## src/rtl/uart_pkg.sv

```systemverilog
// uart_pkg: parity mode constants, receiver FSM encoding and a clog2 helper
package uart_pkg;

   localparam int PAR_NONE = 0;
   localparam int PAR_ODD  = 1;
   localparam int PAR_EVEN = 2;

   typedef enum logic [2:0] {
      S_IDLE,
      S_START,
      S_DATA,
      S_PAR,
      S_STOP,
      S_WAIT_IDLE
   } state_t;

   function automatic int clog2(input int v);
      int r;
      r = 0;
      for (int i = 0; i < 31; i++) if ((1 << i) < v) r = i + 1;
      return r;
   endfunction

endpackage

```

## src/rtl/uart_rx_cfg_if.sv

```systemverilog
// uart_rx_cfg_if: serial line, pop request and receive-FIFO status of uart_rx_cfg
interface uart_rx_cfg_if #(
   parameter int DATA_BITS  = 8,
   parameter int FIFO_DEPTH = 16
);

   localparam int CW = uart_pkg::clog2(FIFO_DEPTH) + 1;

   logic                 Rx;
   logic                 NxT;
   logic [DATA_BITS-1:0] O_DATA;
   logic                 O_PERR;
   logic                 O_FERR;
   logic                 O_OVR;
   logic                 NrD;
   logic                 clk_Rx;
   logic                 Rx_FULL;
   logic                 Rx_EMPTY;
   logic [CW-1:0]        Rx_COUNT;

   modport slave (
      input  Rx, NxT,
      output O_DATA, O_PERR, O_FERR, O_OVR, NrD, clk_Rx, Rx_FULL, Rx_EMPTY, Rx_COUNT
   );

   modport master (
      output Rx, NxT,
      input  O_DATA, O_PERR, O_FERR, O_OVR, NrD, clk_Rx, Rx_FULL, Rx_EMPTY, Rx_COUNT
   );

endinterface

```

## src/rtl/uart_rx_fifo.sv

```systemverilog
// uart_rx_fifo: first-word fall-through receive FIFO with sticky overrun flag
module uart_rx_fifo
   import uart_pkg::*;
#(
   parameter  int WIDTH = 10,
   parameter  int DEPTH = 16,
   localparam int AW    = clog2(DEPTH)
) (
   input  logic             clk,
   input  logic             rst,
   input  logic             i_wr,
   input  logic [WIDTH-1:0] i_wdata,
   input  logic             i_rd,
   output logic [WIDTH-1:0] o_rdata,
   output logic             o_full,
   output logic             o_empty,
   output logic             o_ovr,
   output logic [AW:0]      o_count
);

   logic [WIDTH-1:0] r_mem [DEPTH];
   logic [AW-1:0]    r_wr_ptr;
   logic [AW-1:0]    r_rd_ptr;
   logic [AW:0]      r_count;
   logic             r_ovr;
   logic             w_pop;
   logic             w_push;

   assign o_empty = (r_count == '0);
   assign o_full  = (r_count == (AW + 1)'(DEPTH));
   assign w_pop   = i_rd & ~o_empty;
   // a simultaneous pop frees the slot, so a write into a full FIFO still lands
   assign w_push  = i_wr & (~o_full | w_pop);

   always_ff @(posedge clk) begin
      if (w_push) r_mem[r_wr_ptr] <= i_wdata;
   end

   always_ff @(posedge clk) begin
      if (rst) begin
         r_wr_ptr <= '0;
         r_rd_ptr <= '0;
         r_count  <= '0;
         r_ovr    <= 1'b0;
      end else begin
         r_wr_ptr <= r_wr_ptr + AW'(w_push);
         r_rd_ptr <= r_rd_ptr + AW'(w_pop);
         r_count  <= r_count + (AW + 1)'(w_push) - (AW + 1)'(w_pop);
         r_ovr    <= w_pop ? 1'b0 : (r_ovr | (i_wr & o_full));
      end
   end

   assign o_rdata = o_empty ? '0 : r_mem[r_rd_ptr];
   assign o_ovr   = r_ovr;
   assign o_count = r_count;

endmodule

```

## src/rtl/uart_rx_cfg.sv

```systemverilog
// uart_rx_cfg: configurable UART receiver with mid-bit sampling feeding a FWFT FIFO
module uart_rx_cfg
   import uart_pkg::*;
#(
   parameter int BAUDS      = 104,
   parameter int DATA_BITS  = 8,
   parameter int PARITY     = 0,
   parameter int STOP_BITS  = 1,
   parameter int FIFO_DEPTH = 16
) (
   input logic          clk,
   input logic          rst,
   uart_rx_cfg_if.slave io_rx
);

   localparam logic [15:0] HALF      = 16'(BAUDS / 2);
   localparam logic [15:0] RELOAD    = 16'(BAUDS - 1);
   localparam logic [3:0]  LAST_BIT  = 4'(DATA_BITS - 1);
   localparam logic        LAST_STOP = 1'(STOP_BITS - 1);
   localparam bit          PAR_ON    = (PARITY == PAR_ODD) || (PARITY == PAR_EVEN);
   localparam int          W         = DATA_BITS + 2;

   state_t               r_state;
   state_t               w_state_nxt;
   logic                 r_rx_s1;
   logic                 r_rx_s2;
   logic                 r_nxt_s1;
   logic                 r_nxt_s2;
   logic                 r_nxt_d;
   logic [1:0]           r_vld;
   logic                 r_armed;
   logic [15:0]          r_cnt;
   logic [3:0]           r_bit_idx;
   logic                 r_stop_idx;
   logic [DATA_BITS-1:0] r_shift;
   logic                 r_perr;
   logic                 r_ferr;
   logic                 r_wr;
   logic [W-1:0]         r_wr_word;
   logic                 w_fall;
   logic                 w_tick;
   logic                 w_sample;
   logic                 w_last_stop;
   logic                 w_ferr_now;
   logic                 w_perr_now;
   logic                 w_perr_tag;
   logic [W-1:0]         w_head;

   // r_armed only holds a real high sample, so the synchroniser's reset value
   // can never fake a falling edge when the line is low as reset releases
   assign w_fall     = r_armed & ~r_rx_s2;
   assign w_tick     = (r_cnt == '0);
   assign w_ferr_now = r_ferr | ~r_rx_s2;
   assign w_perr_now = ^{r_shift, r_rx_s2} ^ (PARITY == PAR_ODD);
   assign w_perr_tag = (PARITY == PAR_NONE) ? 1'b0 : r_perr;

   always_comb begin
      w_state_nxt = r_state;
      w_sample    = 1'b0;
      w_last_stop = 1'b0;
      case (r_state)
         S_IDLE: w_state_nxt = w_fall ? S_START : S_IDLE;
         S_START: if (w_tick) begin
            w_sample    = 1'b1;
            w_state_nxt = r_rx_s2 ? S_IDLE : S_DATA;
         end
         S_DATA: if (w_tick) begin
            w_sample = 1'b1;
            if (r_bit_idx == LAST_BIT) w_state_nxt = PAR_ON ? S_PAR : S_STOP;
         end
         S_PAR: if (w_tick) begin
            w_sample    = 1'b1;
            w_state_nxt = S_STOP;
         end
         S_STOP: if (w_tick) begin
            w_sample    = 1'b1;
            w_last_stop = (r_stop_idx == LAST_STOP);
            if (w_last_stop) w_state_nxt = w_ferr_now ? S_WAIT_IDLE : S_IDLE;
         end
         S_WAIT_IDLE: w_state_nxt = r_rx_s2 ? S_IDLE : S_WAIT_IDLE;
         default: w_state_nxt = S_IDLE;
      endcase
   end

   always_ff @(posedge clk) begin
      if (rst) begin
         r_state    <= S_IDLE;
         r_rx_s1    <= 1'b1;
         r_rx_s2    <= 1'b1;
         r_nxt_s1   <= 1'b1;
         r_nxt_s2   <= 1'b1;
         r_nxt_d    <= 1'b1;
         r_vld      <= '0;
         r_armed    <= 1'b0;
         r_cnt      <= '0;
         r_bit_idx  <= '0;
         r_stop_idx <= 1'b0;
         r_shift    <= '0;
         r_perr     <= 1'b0;
         r_ferr     <= 1'b0;
         r_wr       <= 1'b0;
         r_wr_word  <= '0;
      end else begin
         r_state    <= w_state_nxt;
         r_rx_s1    <= io_rx.Rx;
         r_rx_s2    <= r_rx_s1;
         r_nxt_s1   <= io_rx.NxT;
         r_nxt_s2   <= r_nxt_s1;
         r_nxt_d    <= r_nxt_s2;
         r_vld      <= {r_vld[0], 1'b1};
         r_armed    <= r_vld[1] & r_rx_s2;
         r_cnt      <= (r_state == S_IDLE) ? (w_fall ? HALF : '0) : (w_tick ? RELOAD : r_cnt - 16'd1);
         r_bit_idx  <= (r_state == S_IDLE) ? '0 : r_bit_idx + 4'(w_sample && r_state == S_DATA);
         r_stop_idx <= (r_state == S_IDLE) ? 1'b0 : r_stop_idx ^ (w_sample && r_state == S_STOP);
         r_ferr     <= (r_state == S_IDLE) ? 1'b0 : (w_sample && r_state == S_STOP) ? w_ferr_now : r_ferr;
         r_perr     <= (r_state == S_IDLE) ? 1'b0 : (w_sample && r_state == S_PAR) ? w_perr_now : r_perr;
         if (w_sample && r_state == S_DATA) r_shift <= {r_rx_s2, r_shift[DATA_BITS-1:1]};
         r_wr       <= w_last_stop;
         if (w_last_stop) r_wr_word <= {w_perr_tag, w_ferr_now, r_shift};
      end
   end

   uart_rx_fifo #(
      .WIDTH (W),
      .DEPTH (FIFO_DEPTH)
   ) u_fifo (
      .clk     (clk),
      .rst     (rst),
      .i_wr    (r_wr),
      .i_wdata (r_wr_word),
      .i_rd    (r_nxt_s2 & ~r_nxt_d),
      .o_rdata (w_head),
      .o_full  (io_rx.Rx_FULL),
      .o_empty (io_rx.Rx_EMPTY),
      .o_ovr   (io_rx.O_OVR),
      .o_count (io_rx.Rx_COUNT)
   );

   assign io_rx.O_DATA = w_head[DATA_BITS-1:0];
   assign io_rx.O_FERR = w_head[DATA_BITS];
   assign io_rx.O_PERR = w_head[DATA_BITS+1];
   assign io_rx.NrD    = r_wr;
   assign io_rx.clk_Rx = w_sample;

endmodule
```

## src/flat_wrapper.sv

```systemverilog
// flat-port wrapper written by rule: the top's interface ports become plain ports
module uart_rx_cfg_flat import uart_pkg::*;
#(
   parameter int BAUDS      = 104,
   parameter int DATA_BITS  = 8,
   parameter int PARITY     = 0,
   parameter int STOP_BITS  = 1,
   parameter int FIFO_DEPTH = 16
)
  (clk, rst, io_rx_Rx, io_rx_NxT, io_rx_O_DATA, io_rx_O_PERR, io_rx_O_FERR, io_rx_O_OVR, io_rx_NrD, io_rx_clk_Rx, io_rx_Rx_FULL, io_rx_Rx_EMPTY, io_rx_Rx_COUNT);
  uart_rx_cfg_if #(.DATA_BITS(DATA_BITS), .FIFO_DEPTH(FIFO_DEPTH)) io_rx_i ();
  input logic clk;
  input logic rst;
  input wire logic [$bits(io_rx_i.Rx)-1:0] io_rx_Rx;
  input wire logic [$bits(io_rx_i.NxT)-1:0] io_rx_NxT;
  output wire logic [$bits(io_rx_i.O_DATA)-1:0] io_rx_O_DATA;
  output wire logic [$bits(io_rx_i.O_PERR)-1:0] io_rx_O_PERR;
  output wire logic [$bits(io_rx_i.O_FERR)-1:0] io_rx_O_FERR;
  output wire logic [$bits(io_rx_i.O_OVR)-1:0] io_rx_O_OVR;
  output wire logic [$bits(io_rx_i.NrD)-1:0] io_rx_NrD;
  output wire logic [$bits(io_rx_i.clk_Rx)-1:0] io_rx_clk_Rx;
  output wire logic [$bits(io_rx_i.Rx_FULL)-1:0] io_rx_Rx_FULL;
  output wire logic [$bits(io_rx_i.Rx_EMPTY)-1:0] io_rx_Rx_EMPTY;
  output wire logic [$bits(io_rx_i.Rx_COUNT)-1:0] io_rx_Rx_COUNT;
  assign io_rx_i.Rx = io_rx_Rx;
  assign io_rx_i.NxT = io_rx_NxT;
  assign io_rx_O_DATA = io_rx_i.O_DATA;
  assign io_rx_O_PERR = io_rx_i.O_PERR;
  assign io_rx_O_FERR = io_rx_i.O_FERR;
  assign io_rx_O_OVR = io_rx_i.O_OVR;
  assign io_rx_NrD = io_rx_i.NrD;
  assign io_rx_clk_Rx = io_rx_i.clk_Rx;
  assign io_rx_Rx_FULL = io_rx_i.Rx_FULL;
  assign io_rx_Rx_EMPTY = io_rx_i.Rx_EMPTY;
  assign io_rx_Rx_COUNT = io_rx_i.Rx_COUNT;
  uart_rx_cfg #(.BAUDS(BAUDS), .DATA_BITS(DATA_BITS), .PARITY(PARITY), .STOP_BITS(STOP_BITS), .FIFO_DEPTH(FIFO_DEPTH)) u_core (.clk(clk), .rst(rst), .io_rx(io_rx_i));
endmodule
```

## config.mk

```make
export PLATFORM = sky130hd
export DESIGN_NAME = uart_rx_cfg_flat
export DESIGN_NICKNAME = d
export VERILOG_FILES = /design/src/rtl/uart_pkg.sv /design/src/rtl/uart_rx_cfg_if.sv /design/src/rtl/uart_rx_fifo.sv /design/src/rtl/uart_rx_cfg.sv /design/src/flat_wrapper.sv
export SDC_FILE = /design/constraint.sdc
export NUM_CORES = 1
export LEC_CHECK = 0
export CAP_MARGIN = 20
export CORE_MARGIN = 10
export CORE_UTILIZATION = 50
export CTS_BUF_LIST = sky130_fd_sc_hd__clkbuf_4
export CTS_CLUSTER_DIAMETER = 100
export DETAILED_ROUTE_END_ITERATION = 8
export DONT_BUFFER_PORTS = 1
export PLACE_DENSITY = 0.68
export SKIP_CTS_REPAIR_TIMING = 1
export SLEW_MARGIN = 5
export SYNTH_ARGS = -nofsm -noshare
export SYNTH_HDL_FRONTEND = slang
export SYNTH_SLANG_ARGS = --single-unit
```

## constraint.sdc

```tcl
create_clock -name clk -period 2.5 [get_ports clk]
set_input_delay 0.375 -clock clk [delete_from_list [all_inputs] [get_ports clk]]
set_output_delay 0.375 -clock clk [all_outputs]
set_load 0.05 [all_outputs]
```

# == Word level (Yosys, flattened, before mapping) ==
# Memories as Yosys holds them, arrays and structs flattened. A register that Yosys moved wholly into a read port is not among the register bits.
# Cells that the tools add are included.
# op_classes
n_addsub,6
n_eq_ne,13
n_mux,23
bitwise,15
n_reduce_logical,9
# ops
operator,count
16-bit 2-to-1 mux,2
3-bit 2-to-1 mux,8
3-bit case mux with 6 select lines,1
16-bit zero test,1
"16-bit by 1-bit subtractor with 16-bit output, second input constant",1
4-bit by 1-bit adder with 4-bit output,3
10-bit 2-to-1 mux,1
"2-bit by 1-bit != test with 1-bit output, second input constant",5
1-bit 2-to-1 mux,8
1-bit AND,6
"3-bit by 2-bit == test with 1-bit output, second input constant",2
"3-bit == test, second input constant",2
6-bit 2-to-1 mux,1
6-bit AND reduction,1
5-bit by 1-bit adder with 5-bit output,1
"5-bit == test, second input constant",1
5-bit zero test,1
1-bit NOT,5
5-bit by 1-bit subtractor with 5-bit output,1
"4-bit by 3-bit == test with 1-bit output, second input constant",1
4-bit 2-to-1 mux,1
2-bit OR reduction,2
4-bit OR reduction,1
"3-bit by 1-bit == test with 1-bit output, second input constant",1
other kinds (6),9
# word_totals
reg_bits,65
mem_bits_rw,144
input_bits,4
wordCells,87
memories,1
# mem_list
memory,depth,width,read_ports,rd_ports_with_merged_regs,wr,line_no,source
u_core.u_fifo.r_mem,16,9,1,1,1,uart_rx_fifo.sv:21,logic [WIDTH-1:0] r_mem [DEPTH];

# == Depth between registers and ports, before layout ==
# depth
word_depth,7
depth_mapped,13

# == Hierarchy ==
# Synthesis repeated with hierarchy kept, for this count alone.
# hier_totals
hier_cells,595
area_unflattened_um2,9148.8
# modules_own_cells
module,n_inst,cells_each,area_per_inst_um2,seq_area_each_um2
uart_rx_fifo,1,345,6932.9,5084.9
uart_rx_cfg,1,250,2215.9,1021.0

# == Worst setup path before layout ==
# Ideal clock, no wire load.
# synth_timing
kind,register to register
startpoint,reg u_core.u_fifo.r_count[3] (netlist: u_core.u_fifo.o_count[3])
endpoint,reg u_core.u_fifo.r_count[4] (netlist: u_core.u_fifo.o_count[4])
setup_time_ns,0.128
arrival_time_ns,3.244
t_required_ns,2.372
setup_slack_ns,-0.872
stages_incl_launch_ff,13
path_buffers,0
path_cell_list,dfxtp_1 > inv_1 > ha_1 > nor4b_2 > nor2_1 > o21ai_0 > ha_1 > inv_1 > fa_1 > nor2b_1 > o21bai_1 > a21oi_1 > nor3b_1
# synth_via
elab_chain_cells,7
elab_cells_between_ends,9
classes_between,add/sub: 2; eq/ne: 1; bitwise: 5; reduce/logical: 1
# synth_rtl
element,line_no,source
"start, declared",uart_rx_fifo.sv:24,logic [AW:0] r_count;
"start signal, assigned",uart_rx_fifo.sv:48,r_count <= r_count + (AW + 1)'(w_push) - (AW + 1)'(w_pop);
5-bit zero test (*),uart_rx_fifo.sv:29,assign o_empty = (r_count == '0);
named net io_rx_Rx_EMPTY,flat_wrapper.sv:23,output wire logic [$bits(io_rx_i.Rx_EMPTY)-1:0] io_rx_Rx_EMPTY;
1-bit NOT (*),uart_rx_fifo.sv:31,assign w_pop = i_rd & ~o_empty;
1-bit AND (*),uart_rx_fifo.sv:31,
1-bit bitwise OR,uart_rx_fifo.sv:33,assign w_push = i_wr & (~o_full | w_pop);
1-bit AND,uart_rx_fifo.sv:33,
5-bit by 1-bit adder with 5-bit output,uart_rx_fifo.sv:48,
5-bit by 1-bit subtractor with 5-bit output (*),uart_rx_fifo.sv:48,
# The timed path passes the listed nets; every way through them passes the cells marked *.
# A chain may end at the register's enable or synchronous reset.

# == Worst setup path in the final report ==
# layout_timing
startpoint,reg u_core.u_fifo.r_count[3] (netlist: u_core.u_fifo.o_count[3])
endpoint,out io_rx_O_DATA[5]
# layout_via
elab_chain_cells,2
# layout_rtl
element,line_no,source
5-bit zero test,uart_rx_fifo.sv:29,
10-bit 2-to-1 mux,uart_rx_fifo.sv:53,assign o_rdata = o_empty ? '0 : r_mem[r_rd_ptr];
"end, declared",flat_wrapper.sv:16,output wire logic [$bits(io_rx_i.O_DATA)-1:0] io_rx_O_DATA;
# Every way passes these cells.

==> flow_summary.json <==
{
  "outcome": "finished, violations left",
  "violations": "negative setup slack",
  "max-slew-margin-rel": 0.329,
  "n_fill_cell": 1223,
  "yosys_register_bits": 209,
  "synthArstFlopShare": 0,
  "setup_viol": 10,
  "grt_max_degree": 37,
  "yosysSeqAreaShare": 0.682,
  "first_global_vias": 5015,
  "dieWidth_um": 148,
  "timing.final.ws_setup_ns": -0.300,
  "finClkSkew_ns": 0.0242,
  "io_pins": 24,
  "drt_iter0_drc": 336,
  "h-tree-depth": 2,
  "synthFlopType": "edfxtp_1",
  "core_mm2": 0.0161,
  "dp.cells": 774,
  "dieArea_mm2": 0.0220,
  "finalHoldViolCount": 0,
  "syn_to_final_growth_pct": 19.8,
  "cap_violations": 0,
  "ir_drop_mv": 0.577,
  "die_y_um": 148,
  "grt_overflow": 0,
  "cp-end-kind": "output port",
  "leakage_uw": 0.00365,
  "criticalPathCategory": "flip-flop to output port",
  "syn_nets": 552,
  "yosysWarnings": 0,
  "clock_path_buffers": 3,
  "via_per_inst": 5.46,
  "clock_sinks": 209,
  "multi_input_area_mm2": 0.00269,
  "drive_above_1_share": 0.357,
  "synth_edf_count": 144,
  "tightestPinTransition_ns": 1.00,
  "final_nets": 643,
  "initial_utilization": 0.514,
  "crit_path_start_kind": "flip-flop",
  "drt-total-wl_um": 16400,
  "insertion_delay_ns": 0.64,
  "layout_commonest_cell": "edfxtp_1",
  "portBuffers": 0,
  "postSynthAreaPerCell_um2": 15.5,
  "track_usage": 0.146,
  "grt_pass1_wl_um": 25600,
  "rows": 46,
  "antenna_found_initial": 1,
  "vias": 4824,
  "final_cell_area_mm2": 0.00989,
  "netlist_instances": 534,
  "clk_pin_slew_worst_paths_ns": 0.06,
  "drc": 0,
  "placed_area_mm2": 0.00896,
  "cts-buffers-inserted": 51,
  "period_needed_ns": 2.80,
  "netlist_area_mm2": 0.00825,
  "fmax_mhz": 357,
  "wl_per_cell_um": 18.5,
  "cts_tree": "done",
  "layout_common_cells": "edfxtp_1 (144), clkbuf_4 (74), dfxtp_1 (57)",
  "p_per_area_mw_per_mm2": 749,
  "seq_area_mm2": 0.00565,
  "grt_setup_unrepaired": "true",
  "place_hpwl_um": 10200,
  "synth_cell_types": 51,
  "stdcell_count": 884,
  "fin_crit_sh": 1.12,
  "arrival_ns": 2.42,
  "crit_required_ns": 2.12,
  "finalMaxSlewViolations": 0,
  "hold_class": "primary input to flip-flop",
  "first_pass_iters": 4,
  "place_congestion": 0.861,
  "postRouteAntennaNets": 0,
  "root_buffer": "clkbuf_4",
  "crit_fanout": 5
}
[worst max-delay path: stages (launching register included)]
cell     delay (ns)
dfxtp_4        0.35
inv_4          0.06
ha_4           0.13
nor4b_4        0.20
buf_4          0.17
and3b_2        0.26
buf_8          0.16
a22oi_2        0.21
nand2_2        0.09
buf_12         0.16
[layer usage]
layer  wire (µm)  track usage  vias to the layer above  share of wire
met5           0            0                        -              0
met4         376       0.0644                        0          0.023
met3         867       0.0376                       28          0.053
met2        8310        0.245                      102           0.51
met1        6800        0.172                     2443           0.42
li1            -            -                     2251              -
[area by class of cell]
| type | count | area share |
|---|---|---|
| clock inverter | 20 | 0.00784 |
| sequential | 209 | 0.571 |
| antenna | 2 | 0.000506 |
| inverter | 13 | 0.00544 |
| clock buffer | 74 | 0.0562 |
| tap | 216 | 0.0273 |
| timing repair buffer | 61 | 0.0601 |
| multi-input combinational | 289 | 0.272 |
[stage by stage]
step / hold WS (ns) / worst slack [ns] / power [µW] / TNS, ns / util
after global placement: 0.392 / -0.143 / 4680 / -0.541 / 0.558
after global routing: 0.00980 / -0.453 / 7740 / -4.03 / 0.616
after detailed placement: 0.400 / 0.00311 / 4700 / 0 / 0.558
after floorplan: 0.389 / -0.179 / 4370 / -0.708 / -
final: 0.0555 / -0.300 / 7410 / -2.52 / 0.616
after CTS: -0.268 / -0.421 / 7370 / -3.62 / 0.598
[registers in the layout, summed over array words and instances, names as in the netlist]
signal and cells:
u_core.r_wr_word 9, u_core.u_fifo.r_mem 144, u_core.u_fifo.o_ovr 1, u_core.r_state 3, u_core.u_fifo.o_count 5, u_core.u_fifo.r_rd_ptr 4, u_core.u_fifo.r_wr_ptr 4, u_core.r_stop_idx 1
u_core.io_rx.NrD 1, u_core.r_bit_idx 4, u_core.r_ferr 1, u_core.r_rx_s1 1, u_core.r_armed 1, u_core.r_cnt 16, u_core.r_nxt_s1 1, u_core.r_nxt_d 1
u_core.r_nxt_s2 1, u_core.r_shift 8, u_core.r_vld 2, u_core.r_rx_s2 1
[worst paths after layout]
check                                start                       end  slack (ns)  depth (start not counted)
setup / recovery  u_core.u_fifo.o_count[3]           io_rx_O_DATA[5]       -0.30                          9
hold / removal                         rst           u_core.r_cnt[2]        0.06                          3
setup reg to reg  u_core.u_fifo.o_count[3]  u_core.u_fifo.o_count[4]       -0.06                         14
hold reg to reg             u_core.r_rx_s1            u_core.r_rx_s2        0.41                          1
[cell usage after synthesis, types with 2 or more instances]
| cell | instances | area [µm²] |
|---|---|---|
| nand4_1 | 5 | 31.3 |
| xor2_1 | 16 | 140 |
| nand3b_1 | 5 | 37.5 |
| nor4_1 | 3 | 18.8 |
| or3_1 | 3 | 18.8 |
| buf_2 | 5 | 25.0 |
| nor2b_1 | 10 | 62.6 |
| edfxtp_1 | 144 | 4320 |
| inv_1 | 12 | 45.0 |
| nor3b_1 | 5 | 37.5 |
| clkbuf_1 | 16 | 60.1 |
| o21ai_0 | 9 | 45.0 |
| mux4_2 | 36 | 811 |
| or4_1 | 2 | 15.0 |
| nand2b_1 | 4 | 25.0 |
| nand2_1 | 35 | 131 |
| and3_1 | 2 | 12.5 |
| dfxtp_1 | 65 | 1300 |
| nand3_1 | 7 | 35.0 |
| a22oi_1 | 18 | 135 |
| nand4b_1 | 3 | 26.3 |
| a21oi_1 | 12 | 60.1 |
| nor3_1 | 12 | 60.1 |
| xnor2_1 | 4 | 35.0 |
| mux2i_1 | 17 | 170 |
| nor2_1 | 40 | 150 |
| and2_1 | 2 | 12.5 |
| ha_1 | 13 | 163 |
| or2_2 | 7 | 43.8 |
[power by group]
group          internal [µW]  switching [µW]  total [µW]
registers               3680            30.8        3710
logic                    440             594        1030
clock network           1370            1290        2660
total                   5490            1920        7410
[cell families (layout without fill, tap and decap cells)]
logic type | count (synthesis) | count (layout) | synth area share
buffers and inverters | 36 | 168 | 0.0185
adders and majority gates | 14 | 14 | 0.0221
and+or+nand+nor | 153 | 153 | 0.0993
xor gates and xnor gates | 20 | 20 | 0.0212
other | 1 | 3 | 0.000454
muxes | 54 | 54 | 0.120
DFF | 209 | 209 | 0.682
AOI/OAI and AO/OA | 47 | 47 | 0.0367
Power figures use the tool's default switching activity.
